## src/rtl/uart_rx.sv

```systemverilog
// 8N1 UART receiver with a 2-flop line synchronizer and mid-bit sampling.
// Emits a one-cycle o_valid per good byte or o_ferr per bad stop bit.
module uart_rx #(
    parameter int D = 10,
    parameter int L = 4
) (
    input  logic       i_clk,
    input  logic       i_rst,
    input  logic       i_data,
    output logic [7:0] o_data,
    output logic       o_valid,
    output logic       o_ferr,
    output logic       o_busy
);

    typedef enum logic [2:0] {
        IDLE,
        START,
        DATA,
        STOP,
        WAIT_HIGH
    } state_t;

    localparam logic [L-1:0] HALF = L'(D / 2);
    localparam logic [L-1:0] LAST = L'(D - 1);

    state_t     state;
    state_t     state_nxt;
    logic       sync1;
    logic       rx_s;
    logic [L-1:0] cnt;
    logic [2:0] idx;
    logic [7:0] sr;
    logic       half_hit;
    logic       bit_end;
    logic       entering;

    always_ff @(posedge i_clk) begin
        if (i_rst) begin
            sync1 <= 1'b1;
            rx_s  <= 1'b1;
        end else begin
            sync1 <= i_data;
            rx_s  <= sync1;
        end
    end

    assign half_hit = (cnt == HALF);
    assign bit_end  = (cnt == LAST);
    assign entering = (state_nxt != state);

    always_ff @(posedge i_clk) begin
        if (i_rst) state <= IDLE;
        else       state <= state_nxt;
    end

    always_comb begin
        state_nxt = state;
        case (state)
            IDLE:      if (!rx_s) state_nxt = START;
            START:     if (half_hit) state_nxt = rx_s ? IDLE : DATA;
            DATA:      if (bit_end && idx == 3'd7) state_nxt = STOP;
            STOP:      if (bit_end) state_nxt = rx_s ? IDLE : WAIT_HIGH;
            WAIT_HIGH: if (rx_s) state_nxt = IDLE;
            default:   state_nxt = IDLE;
        endcase
    end

    always_comb begin
        o_busy = (state != IDLE);
    end

    // Counter and index restart on every state entry; DATA also rewinds per bit.
    always_ff @(posedge i_clk) begin
        if (i_rst) begin
            cnt     <= '0;
            idx     <= 3'd0;
            sr      <= 8'h00;
            o_data  <= 8'h00;
            o_valid <= 1'b0;
            o_ferr  <= 1'b0;
        end else begin
            o_valid <= 1'b0;
            o_ferr  <= 1'b0;
            if (entering || (state == DATA && bit_end))
                cnt <= '0;
            else if (state == START || state == DATA || state == STOP)
                cnt <= cnt + 1'b1;
            if (entering)
                idx <= 3'd0;
            else if (state == DATA && bit_end)
                idx <= idx + 3'd1;
            if (state == DATA && bit_end)
                sr <= {rx_s, sr[7:1]};
            if (state == STOP && bit_end) begin
                if (rx_s) begin
                    o_data  <= sr;
                    o_valid <= 1'b1;
                end else begin
                    o_ferr  <= 1'b1;
                end
            end
        end
    end

endmodule

```

## config.mk

```make
export PLATFORM = sky130hd
export DESIGN_NAME = uart_rx
export DESIGN_NICKNAME = d
export VERILOG_FILES = /design/src/rtl/uart_rx.sv
export SDC_FILE = /design/constraint.sdc
export NUM_CORES = 1
export LEC_CHECK = 0
export BUFFER_PORTS_ARGS = -buffer_cell sky130_fd_sc_hd__buf_2
export CORE_ASPECT_RATIO = 1.2
export CORE_MARGIN = 2
export CORE_UTILIZATION = 50
export DETAILED_ROUTE_END_ITERATION = 6
export HOLD_SLACK_MARGIN = 0.05
export PLACE_DENSITY = 0.72
export SLEW_MARGIN = 20
export SYNTH_ARGS = -nofsm -noshare
export SYNTH_HDL_FRONTEND = slang
export SYNTH_SLANG_ARGS = --single-unit
```

## constraint.sdc

```tcl
create_clock -name i_clk -period 1.7 [get_ports i_clk]
set_input_delay 0.17 -clock i_clk [delete_from_list [all_inputs] [get_ports i_clk]]
set_output_delay 0.17 -clock i_clk [all_outputs]
set_load 0.02 [all_outputs]
```

==> flow_metrics.py, run 1 <==
metrics = {
    "synth": {
        "syn-cell-area_sq_um": 1320,
        "synth-seq-cells": 30,
        "netlist_instances": 145,
        "synth_area_per_cell_sq_um": 9.12,
        "synth_enable_flop_cells": 0,
        "yosys.area.top_type": "dfxtp_1",
        "async_reset_ff_frac": 0,
        "synth_common_cells": "dfxtp_1, nand2_1, nor2_1",
        "yosys.area.top_type_share": 0.454,
        "synth.most_common_cell": "dfxtp_1",
        "synthTopCellsByArea": "dfxtp_1, nand2_1, mux2i_1",
        "ys.warnings.count": 0,
        "syn-num-nets": 152,
        "synthDistinctLibCells": 34,
        "ys.flop_type": "dfxtp_1",
        "synth_seq_area_share": 0.454,
    },
    "sta": {
        "setup-tns-final_ns": 0,
        "drv_slew": 0,
        "finalSetupViolations": 0,
        "rsz0062_at_grt": "no",
        "worstMarginPinSlew_ns": 0.402,
        "fmax_mhz": 627,
        "finalCritPeriodShare": 0.938,
        "hold_viol": 0,
        "fin_skew_ns": 0.0121,
        "worst_slew_margin_rel": 0.732,
        "fin_crit_ns": 1.60,
    },
    "worst_setup_path": {
        "cp_data_required_time_ns": 1.96,
        "crit_family": "simple AND/OR/NAND/NOR gates",
        "critPathLaunchType": "register",
        "rr_worst_depth": 4,
        "regToRegSetupSlack_ns": 0.10,
        "critPathArrivalTime_ns": 1.86,
        "end_kind": "register",
        "r2r-start": "cnt[3]",
        "critPathMaxFanout": 8,
        "cpPeakStageDelay_ns": 0.51,
        "timing.rr.end": "idx[0]",
        "crit_slowest_cell": "dfxtp_1",
        "worstSetupPathType": "register to register",
        "crit_buf_inv": 0,
        "worstPathCellList": "and4b_4, nand2_2, or4_1, a21oi_1",
    },
    "global_routing": {
        "grt_pass1_wl_mm": 4.08,
        "grt-ovfl-total": 0,
        "grt_pass1_vias": 1011,
        "grt_max_degree": 25,
        "antenna_found_initial": 0,
        "grt_usage": 0.178,
    },
    "power_and_ir_drop": {
        "peakVddDrop_uv": 483,
        "leakagePower_uw": 0.000656,
        "power.total_uw": 1320,
        "p_per_area_nw_per_um2": 844,
    },
    "clocking": {
        "cts-buffers-inserted": 5,
        "postCtsSetupBuffers": 0,
        "tritoncts": "done",
        "cts-htree-levels": 2,
        "clk-insertion-delay-late_ns": 0.32,
        "clkSinkCount": 30,
        "cts_buffer_depth": 2,
        "path_clk_slew_ns": 0.10,
        "root_buffer": "clkbuf_4",
    },
    "place": {
        "io_buffers": 13,
        "gp_congestion": 0.844,
        "dp.final_hpwl_mm": 1.77,
    },
    "final_layout": {
        "fillCellCount": 217,
        "nets": 172,
        "diodes": 0,
        "syn2layout_area_growth_pct": 18.5,
        "multi_input_area_sq_um": 688,
        "seq_area_sq_um": 602,
        "drive_above_1_share": 0.259,
    },
    "floorplan": {
        "pin_count": 14,
        "die_w_um": 51.0,
        "coreArea_sq_um": 2530,
        "rows": 20,
        "initial_core_util": 0.523,
        "die_h_um": 60.3,
        "die_area_sq_um": 3070,
    },
    "hold_path": {
        "hp-start": "i_rst",
        "hold_end": "state[0]",
        "hold_path.class": "input pin to register",
        "min_path_cells": 2,
    },
    "job": {
        "maxCapViolCount": 0,
    },
    "routing": {
        "wirelength_mm": 2.49,
        "avgViaCountPerCell": 5.23,
        "drt_iter0_drc": 16,
        "wl_per_cell_um": 12.5,
        "drc": 0,
        "vias": 1040,
        "drt-pass1-iter-count": 4,
        "antenna_left": 0,
    },
    "status": {
        "status": "completed",
    },
}
[area by class of cell]
class,count,share of cell area
multi-input cells,103,0.439
clock inverters,3,0.0255
clock buffers,5,0.0239
inverters,3,0.00718
well taps,33,0.0263
repair buffers,22,0.0942
flip-flops and latches,30,0.384
[layout by cell type (no fill, tap or decap), drive strengths merged]
master and instances:
nor3 7, inv 3, dfxtp 30, or2 2
a211oi 2, o21bai 2, mux2i 8, nand2 25
ha 4, or3 3, a311oi 1, a21o 2
a21oi 14, and2 1, xor2 1, nand3b 1
or4b 1, or4 1, and4b 1, dlygate4sd3 1
buf 21, xnor2 2, nor3b 1, clkbuf 5
clkinv 2, nand3 3, o211ai 1, nor4bb 1
o22ai 1, o21ai 2, bufinv 1, nor2b 1
nor2 15
[worst reg2reg max path, delay by kind of cell (launching register included)]
kind / cells / cell delay, ns
AO/OA/AOI/OAI: 1 / 0.14
flip-flops: 1 / 0.51
AND/OR/NAND/NOR: 3 / 0.88
[sequential cells by signal, summed over array words and instances (netlist names), 3 cells and up]
signal / flops
sr: 8
o_data: 8
idx: 3
state: 3
cnt: 4
[cells by family after synthesis]
group           Yosys count  synth area share
simple gates             63             0.243
flops                    30             0.454
compound gates           25             0.138
buf+inv                  12            0.0464
mux                       8            0.0606
fa+ha+maj                 4            0.0378
xor+xnor                  3            0.0199
[timing repair]
| action | CTS | global route |
|---|---|---|
| endpoints found under the hold margin | 1 | 0 |
| endpoints found under the setup margin | 7 | 9 |
| pin swaps | 0 | 2 |
| gates resized for setup | 4 | 3 |
| hold buffers | 1 | 0 |
[metrics by stage]
stage                     instances  setup WS, ns  instance area, sq um   util  hold slack (ns)
after floorplan                 145        0.0910                  1320      -            0.243
after global placement          190        0.0623                  1450  0.574            0.355
after detailed placement        190       -0.0113                  1450  0.574            0.354
after CTS                       199       0.00912                  1550  0.615            0.234
after global routing            199       0.00151                  1570  0.620            0.264
final                           199         0.105                  1570  0.620            0.240
[report_power, final]
part,internal [uW],total (uW),switching (uW)
logic,28.3,63.9,35.7
clock network,304,545,241
registers,707,714,6.48
total,1040,1320,283
[routing by layer]
layer,routed length (um),GRT usage
met2,1340,0.360
met5,0,0
met4,26,0.0463
met3,77,0.0665
met1,1040,0.165
[worst max path at each step]
stage	slack (ns)	start	end	cells after the start
2_1_floorplan	0.09	cnt[1]	cnt[0]	7
3_3_place_gp	0.06	cnt[1]	cnt[1]	6
3_5_place_dp	-0.01	cnt[1]	cnt[3]	6
4_1_cts	0.009	cnt[1]	cnt[3]	6
5_1_grt	0.002	cnt[1]	cnt[3]	7
6_report	0.10	cnt[3]	idx[0]	4
Power figures use the tool's default switching activity.
==> inputs of run 2 (changes only) <==
--- a/config.mk
+++ b/config.mk
@@ -5,6 +5,7 @@
 export SDC_FILE = /design/constraint.sdc
 export NUM_CORES = 1
 export LEC_CHECK = 0
+export ABC_AREA = 1
 export BUFFER_PORTS_ARGS = -buffer_cell sky130_fd_sc_hd__buf_2
 export CORE_ASPECT_RATIO = 1.2
 export CORE_MARGIN = 2
==> constraint.sdc (replaced) <==
create_clock -name i_clk -period 1.4 [get_ports i_clk]
set_input_delay 0.14 -clock i_clk [delete_from_list [all_inputs] [get_ports i_clk]]
set_output_delay 0.14 -clock i_clk [all_outputs]
set_load 0.02 [all_outputs]
==> flow_metrics.py, run 2 <==
metrics = {
    "worst_setup_path": {
        "endpoint": "cnt[1]",
        "rr_worst_depth": 10,
        "cp_data_required_time_ns": 1.66,
        "critPathMaxFanout": 4,
        "startpoint": "cnt[1]",
        "critPathArrivalTime_ns": 1.72,
        "r2r-start": "cnt[1]",
        "end_kind": "register",
        "crit_slowest_cell": "dfxtp_2",
        "timing.rr.end": "cnt[1]",
        "worstSetupPathType": "register to register",
        "regToRegSetupSlack_ns": -0.06,
        "cpPeakStageDelay_ns": 0.33,
        "worstPathCellList": "inv_2, ha_4, nand3_4, nand2_2, nand2_1, nor2_2, nand3_1, nand2_2, nand3_4, nor2_2",
        "critPathLaunchType": "register",
    },
    "routing": {
        "wirelength_mm": 2.73,
        "drt_iter0_drc": 20,
        "antenna_left": 0,
        "wl_met1_mm": 1.14,
        "vias": 1116,
        "maxUsedRoutingLayer": "met4",
        "drc": 0,
        "dr_wl_met3_um": 83,
        "drt-pass1-iter-count": 4,
        "wl_met2_mm": 1.49,
        "avgViaCountPerCell": 4.87,
        "wl_per_cell_um": 11.9,
    },
    "final_layout": {
        "drive_above_1_share": 0.367,
        "syn2layout_area_growth_pct": 30.3,
        "fillCellCount": 208,
        "diodes": 0,
        "fin_area_sq_um": 1660,
        "largestRegisters": "o_data x8, sr x8, cnt x4",
        "final_common_cell": "dfxtp_1",
        "final_cell_mix": "dfxtp_1, nand2_1, nor2_1",
        "nets": 202,
    },
    "global_routing": {
        "grt_max_degree": 16,
        "grt_usage": 0.207,
        "antenna_found_initial": 0,
        "grt_pass1_vias": 1065,
        "grt_pass1_wl_mm": 4.51,
        "grt-ovfl-total": 0,
    },
    "place": {
        "dpl_cell_area_sq_um": 1450,
        "dp_slack_ns": -0.226,
        "gp_congestion": 0.718,
        "dp.final_hpwl_mm": 1.86,
        "io_buffers": 13,
    },
    "floorplan": {
        "initial_core_util": 0.513,
        "die_area_sq_um": 2960,
        "die_w_um": 50.0,
        "die_h_um": 59.2,
        "pin_count": 14,
        "coreArea_sq_um": 2480,
        "rows": 20,
    },
    "sta": {
        "finalCritPeriodShare": 1.04,
        "drv_slew": 0,
        "finalSetupViolations": 8,
        "rsz0062_at_grt": "yes",
        "fmax_mhz": 685,
        "fin_skew_ns": 0.0113,
        "fin_crit_ns": 1.46,
        "hold_viol": 0,
        "setup_ws_ns": -0.0601,
        "worstMarginPinSlew_ns": 0.280,
        "whs_ns": 0.181,
        "worst_slew_margin_rel": 0.813,
    },
    "synth": {
        "syn-num-nets": 171,
        "synth_top_family_by_area": "simple AND/OR/NAND/NOR gates",
        "synthTopCellsByArea": "dfxtp_1, nor2_1, nand2_1",
        "synth-seq-cells": 30,
        "synthAdderAreaFrac": 0.0394,
        "synth_common_cells": "dfxtp_1, nor2_1, nand2_1",
        "synth.most_common_cell": "dfxtp_1",
        "ys.flop_type": "dfxtp_1",
        "synth-simple-area-share": 0.297,
        "synth_area_per_cell_sq_um": 7.75,
        "ys.warnings.count": 0,
        "synth.area.mux_share": 0.00787,
        "syn-cell-area_sq_um": 1270,
        "yosys.area.top_type_share": 0.472,
        "synth_seq_area_share": 0.472,
        "netlist_instances": 164,
        "synthDistinctLibCells": 23,
        "synth_enable_flop_cells": 0,
        "async_reset_ff_frac": 0,
        "synth_compound_area_frac": 0.101,
        "yosys.area.top_type": "dfxtp_1",
        "synthXorXnorAreaFrac": 0.0276,
    },
    "clocking": {
        "path_clk_slew_ns": 0.09,
        "root_buffer": "clkbuf_4",
        "cts_buffer_depth": 2,
        "tritoncts": "done",
        "cts-htree-levels": 2,
        "clkSinkCount": 30,
        "cts-buffers-inserted": 5,
        "clk-insertion-delay-late_ns": 0.32,
    },
    "power_and_ir_drop": {
        "p_per_area_nw_per_um2": 898,
        "peakVddDrop_uv": 716,
        "seq_power_share": 0.581,
        "leakagePower_uw": 0.000743,
        "combPwrFrac": 0.072,
        "p_sw_uw": 342,
        "p_clk_frac": 0.347,
        "power.total_uw": 1490,
        "swShare": 0.230,
        "p_int_uw": 1140,
    },
    "hold_path": {
        "hp-start": "i_rst",
        "hold_path.class": "input pin to register",
    },
    "status": {
        "violations": "negative setup slack",
        "status": "finished with violations",
    },
    "job": {
        "maxCapViolCount": 0,
    },
}
==> run 2: changes by cell type after synthesis, sizes merged, moves of 2 or more <==
cell,delta
or3,-3
nand3,+12
nand2,+5
nand4,+3
a21o,-2
o21ai,+9
buf,-5
a211oi,-2
mux2i,-7
inv,+10
clkinv,+2
o21bai,-2
nor2,+16
nor3,-6
==> run 2: worst min-delay path by stage <==
stage,to,slack (ns),cells past startpoint
finish,state[0],0.18,3
global route,state[0],0.17,3
CTS,state[0],0.17,3
detailed placement,sync1,0.32,2
global placement,sync1,0.32,2
floorplan,o_data[0],0.21,1
==> run 2: kinds of logic (layout without fill, tap and decap cells) <==
kind of cell	count (synthesis)	count (layout)
buffers and inverters	18	50
DFF	30	30
and+or+nand+nor	82	82
xor gates and xnor gates	4	4
muxes	1	1
adders and majority gates	4	4
AOI/OAI and AO/OA	25	25
==> run 2: per-layer routing <==
| layer | GRT usage | vias to the layer above |
|---|---|---|
| met5 | 0 | - |
| met4 | 0.0714 | 0 |
| met3 | 0.0909 | 2 |
| met2 | 0.361 | 15 |
| met1 | 0.221 | 507 |
| li1 | - | 592 |
==> run 2: layout make-up <==
cell class                      instances  area [sq um]  share of cell area
Tap cell                               33          41.3              0.0249
Clock buffer                            7          55.1              0.0332
Timing Repair Buffer                   27           189               0.114
Inverter                               15          57.6              0.0347
Sequential cell                        30           606               0.366
Clock inverter                          1          5.00             0.00302
Multi-Input combinational cell        116           703               0.424
==> run 2: timing repair <==
| item | 4_1_cts | 5_1_grt |
|---|---|---|
| hold endpoints to repair | 1 | 0 |
| pin swaps | 12 | 12 |
| endpoints found under the setup margin | 17 | 23 |
| resized for setup | 17 | 16 |
| hold buffers | 1 | 0 |
| buffers inserted | 5 | 1 |
==> run 2: per-stage QoR <==
step	util	std cells	TNS (ns)
final	0.669	229	-0.238
after global routing	0.669	229	-1.77
after CTS	0.650	230	-0.114
after detailed placement	0.583	216	-2.27
after global placement	0.583	216	-1.03
after floorplan	-	164	0
==> run 2: power by group through the flow <==
| stage | Clock [uW] | Combinational [uW] | Sequential, uW |
|---|---|---|---|
| after floorplan | 0 | 52.3 | 883 |
| after global placement | 0 | 76.2 | 883 |
| after detailed placement | 0 | 78.1 | 883 |
| after CTS | 536 | 94.9 | 864 |
| after global routing | 580 | 118 | 865 |
| final | 516 | 107 | 864 |
==> run 2: critical path: cells and delay by family, from the launching register on <==
family                     cells  cell delay (ns)
and+or+nand+nor                8             0.83
DFF                            1             0.33
adders and majority gates      1             0.16
buffers and inverters          1             0.07
==> inputs of run 3 (changes only) <==
--- a/config.mk
+++ b/config.mk
@@ -12,7 +12,7 @@
 export CORE_UTILIZATION = 50
 export DETAILED_ROUTE_END_ITERATION = 6
 export HOLD_SLACK_MARGIN = 0.05
-export PLACE_DENSITY = 0.72
+export PLACE_DENSITY = 0.7
 export SLEW_MARGIN = 20
 export SYNTH_ARGS = -nofsm -noshare
 export SYNTH_HDL_FRONTEND = slang
==> constraint.sdc (replaced) <==
create_clock -name i_clk -period 1.45 [get_ports i_clk]
set_input_delay 0.145 -clock i_clk [delete_from_list [all_inputs] [get_ports i_clk]]
set_output_delay 0.145 -clock i_clk [all_outputs]
set_load 0.02 [all_outputs]
==> flow_metrics.py, run 3 (synthesis gave the netlist of run 2 again) <==
metrics = {
    "status": {
        "status": "finished with violations",
        "violations": "negative setup slack",
    },
    "routing": {
        "vias": 1133,
        "wl_per_cell_um": 11.8,
        "antenna_left": 0,
        "drt-pass1-iter-count": 4,
        "wirelength_mm": 2.66,
        "drt_iter0_drc": 21,
        "avgViaCountPerCell": 5.04,
        "drc": 0,
    },
    "floorplan": {
        "initial_core_util": 0.513,
        "pin_count": 14,
        "coreArea_sq_um": 2480,
        "rows": 20,
        "die_h_um": 59.2,
        "die_w_um": 50.0,
        "die_area_sq_um": 2960,
    },
    "final_layout": {
        "syn2layout_area_growth_pct": 23.8,
        "largestRegisters": "o_data x8, sr x8, cnt x4",
        "nets": 198,
        "drive_above_1_share": 0.323,
        "final_common_cell": "dfxtp_1",
        "final_cell_mix": "dfxtp_1, nand2_1, nor2_1",
        "fin_util": 0.635,
        "diodes": 0,
        "fillCellCount": 224,
    },
    "clocking": {
        "tritoncts": "done",
        "cts_buffer_depth": 2,
        "cts-buffers-inserted": 5,
        "clkSinkCount": 30,
        "clk-insertion-delay-late_ns": 0.33,
        "path_clk_slew_ns": 0.09,
        "root_buffer": "clkbuf_4",
        "cts-htree-levels": 2,
    },
    "sta": {
        "finalSetupViolations": 3,
        "fin_skew_ns": 0.00758,
        "drv_slew": 0,
        "hold_viol": 0,
        "fmax_mhz": 683,
        "whs_ns": 0.181,
        "worst_slew_margin_rel": 0.832,
        "rsz0062_at_grt": "yes",
        "fin_crit_ns": 1.46,
        "setup_ws_ns": -0.0141,
        "worstMarginPinSlew_ns": 0.252,
        "setup-tns-final_ns": -0.0175,
        "finalCritPeriodShare": 1.01,
    },
    "worst_setup_path": {
        "critPathMaxFanout": 4,
        "critPathLaunchType": "register",
        "cp_data_required_time_ns": 1.72,
        "end_kind": "register",
        "rr_worst_depth": 10,
        "critPathArrivalTime_ns": 1.73,
        "worstSetupPathType": "register to register",
    },
    "global_routing": {
        "grt.busiest_layer": "met2",
        "grt_pass1_wl_mm": 4.23,
        "antenna_found_initial": 0,
        "grt_util_met2": 0.329,
        "met1_usage": 0.198,
        "grt_max_degree": 16,
        "grt_use_met3": 0.0732,
        "grt_pass1_vias": 1058,
        "grt_usage": 0.196,
        "grt-ovfl-total": 0,
    },
    "power_and_ir_drop": {
        "leakagePower_uw": 0.000705,
        "peakVddDrop_uv": 715,
        "p_per_area_nw_per_um2": 911,
    },
    "hold_path": {
        "hold_path.class": "input pin to register",
        "min_path_cells": 3,
    },
    "job": {
        "maxCapViolCount": 0,
    },
    "place": {
        "gp_congestion": 0.781,
        "io_buffers": 13,
        "dp.final_hpwl_mm": 1.78,
    },
}
## run 3: changes by cell type in the layout (fill, tap and decap cells not counted), moves of 2 or more
cell / previous run / this run
a21oi_1: 10 / 13
a21oi_2: 4 / 1
buf_4: 11 / 9
nand2_4: 3 / 1
nor2_1: 20 / 22
nor2_2: 8 / 6
## run 3: path summary, 6_finish.rpt
check,startpoint,to,slack (ns)
max,cnt[1],cnt[0],-0.01
min,i_rst,state[2],0.18
max reg2reg,cnt[1],cnt[0],-0.01
min reg2reg,sync1,rx_s,0.41
## run 3: worst max-delay path, stage by stage, from the launching register on
cell and delay (ns):
dfxtp_2 0.35, inv_2 0.05, ha_4 0.16, nand2_2 0.09, nor2_4 0.04, nand3_2 0.09, buf_4 0.11, nand4_1 0.12
nor2_4 0.17, nand3_4 0.11, nor2_2 0.11
## run 3: metal layers
metal,share of wire,vias to the layer above
li1,-,584
met1,0.42,526
met2,0.52,18
met3,0.040,5
met4,0.021,0
met5,0,-
## run 3: stage by stage
step	setup WS [ns]	cell area [sq um]	std cells	power [uW]
after global routing	-0.108	1570	225	1500
after detailed placement	-0.0708	1400	212	924
after floorplan	0.0630	1270	164	903
after CTS	0.00183	1510	223	1450
final	-0.0141	1570	225	1430
after global placement	-0.0617	1400	212	923
## run 3: final cells by class
cell class | count | area (sq um) | area share
Sequential cell | 30 | 606 | 0.385
Clock inverter | 1 | 5.00 | 0.00318
Multi-Input combinational cell | 116 | 663 | 0.421
Clock buffer | 7 | 55.1 | 0.0350
Inverter | 15 | 61.3 | 0.0390
Timing Repair Buffer | 23 | 143 | 0.0906
Tap cell | 33 | 41.3 | 0.0262
## run 3: power breakdown
part	switching (uW)	total, uW	leakage (uW)	internal [uW]
sequential	4.60	834	0.000244	829
clock	270	505	0.0000353	234
combinational	55.8	94.6	0.000426	38.8
total	331	1430	0.000705	1100
## run 3: timing repair
item | 4_1_cts | 5_1_grt
hold endpoints to repair | 1 | 0
resized for setup | 8 | 15
endpoints found under the setup margin | 22 | 22
pin swaps | 5 | 11
hold buffers | 1 | 0
setup buffers | 2 | 2
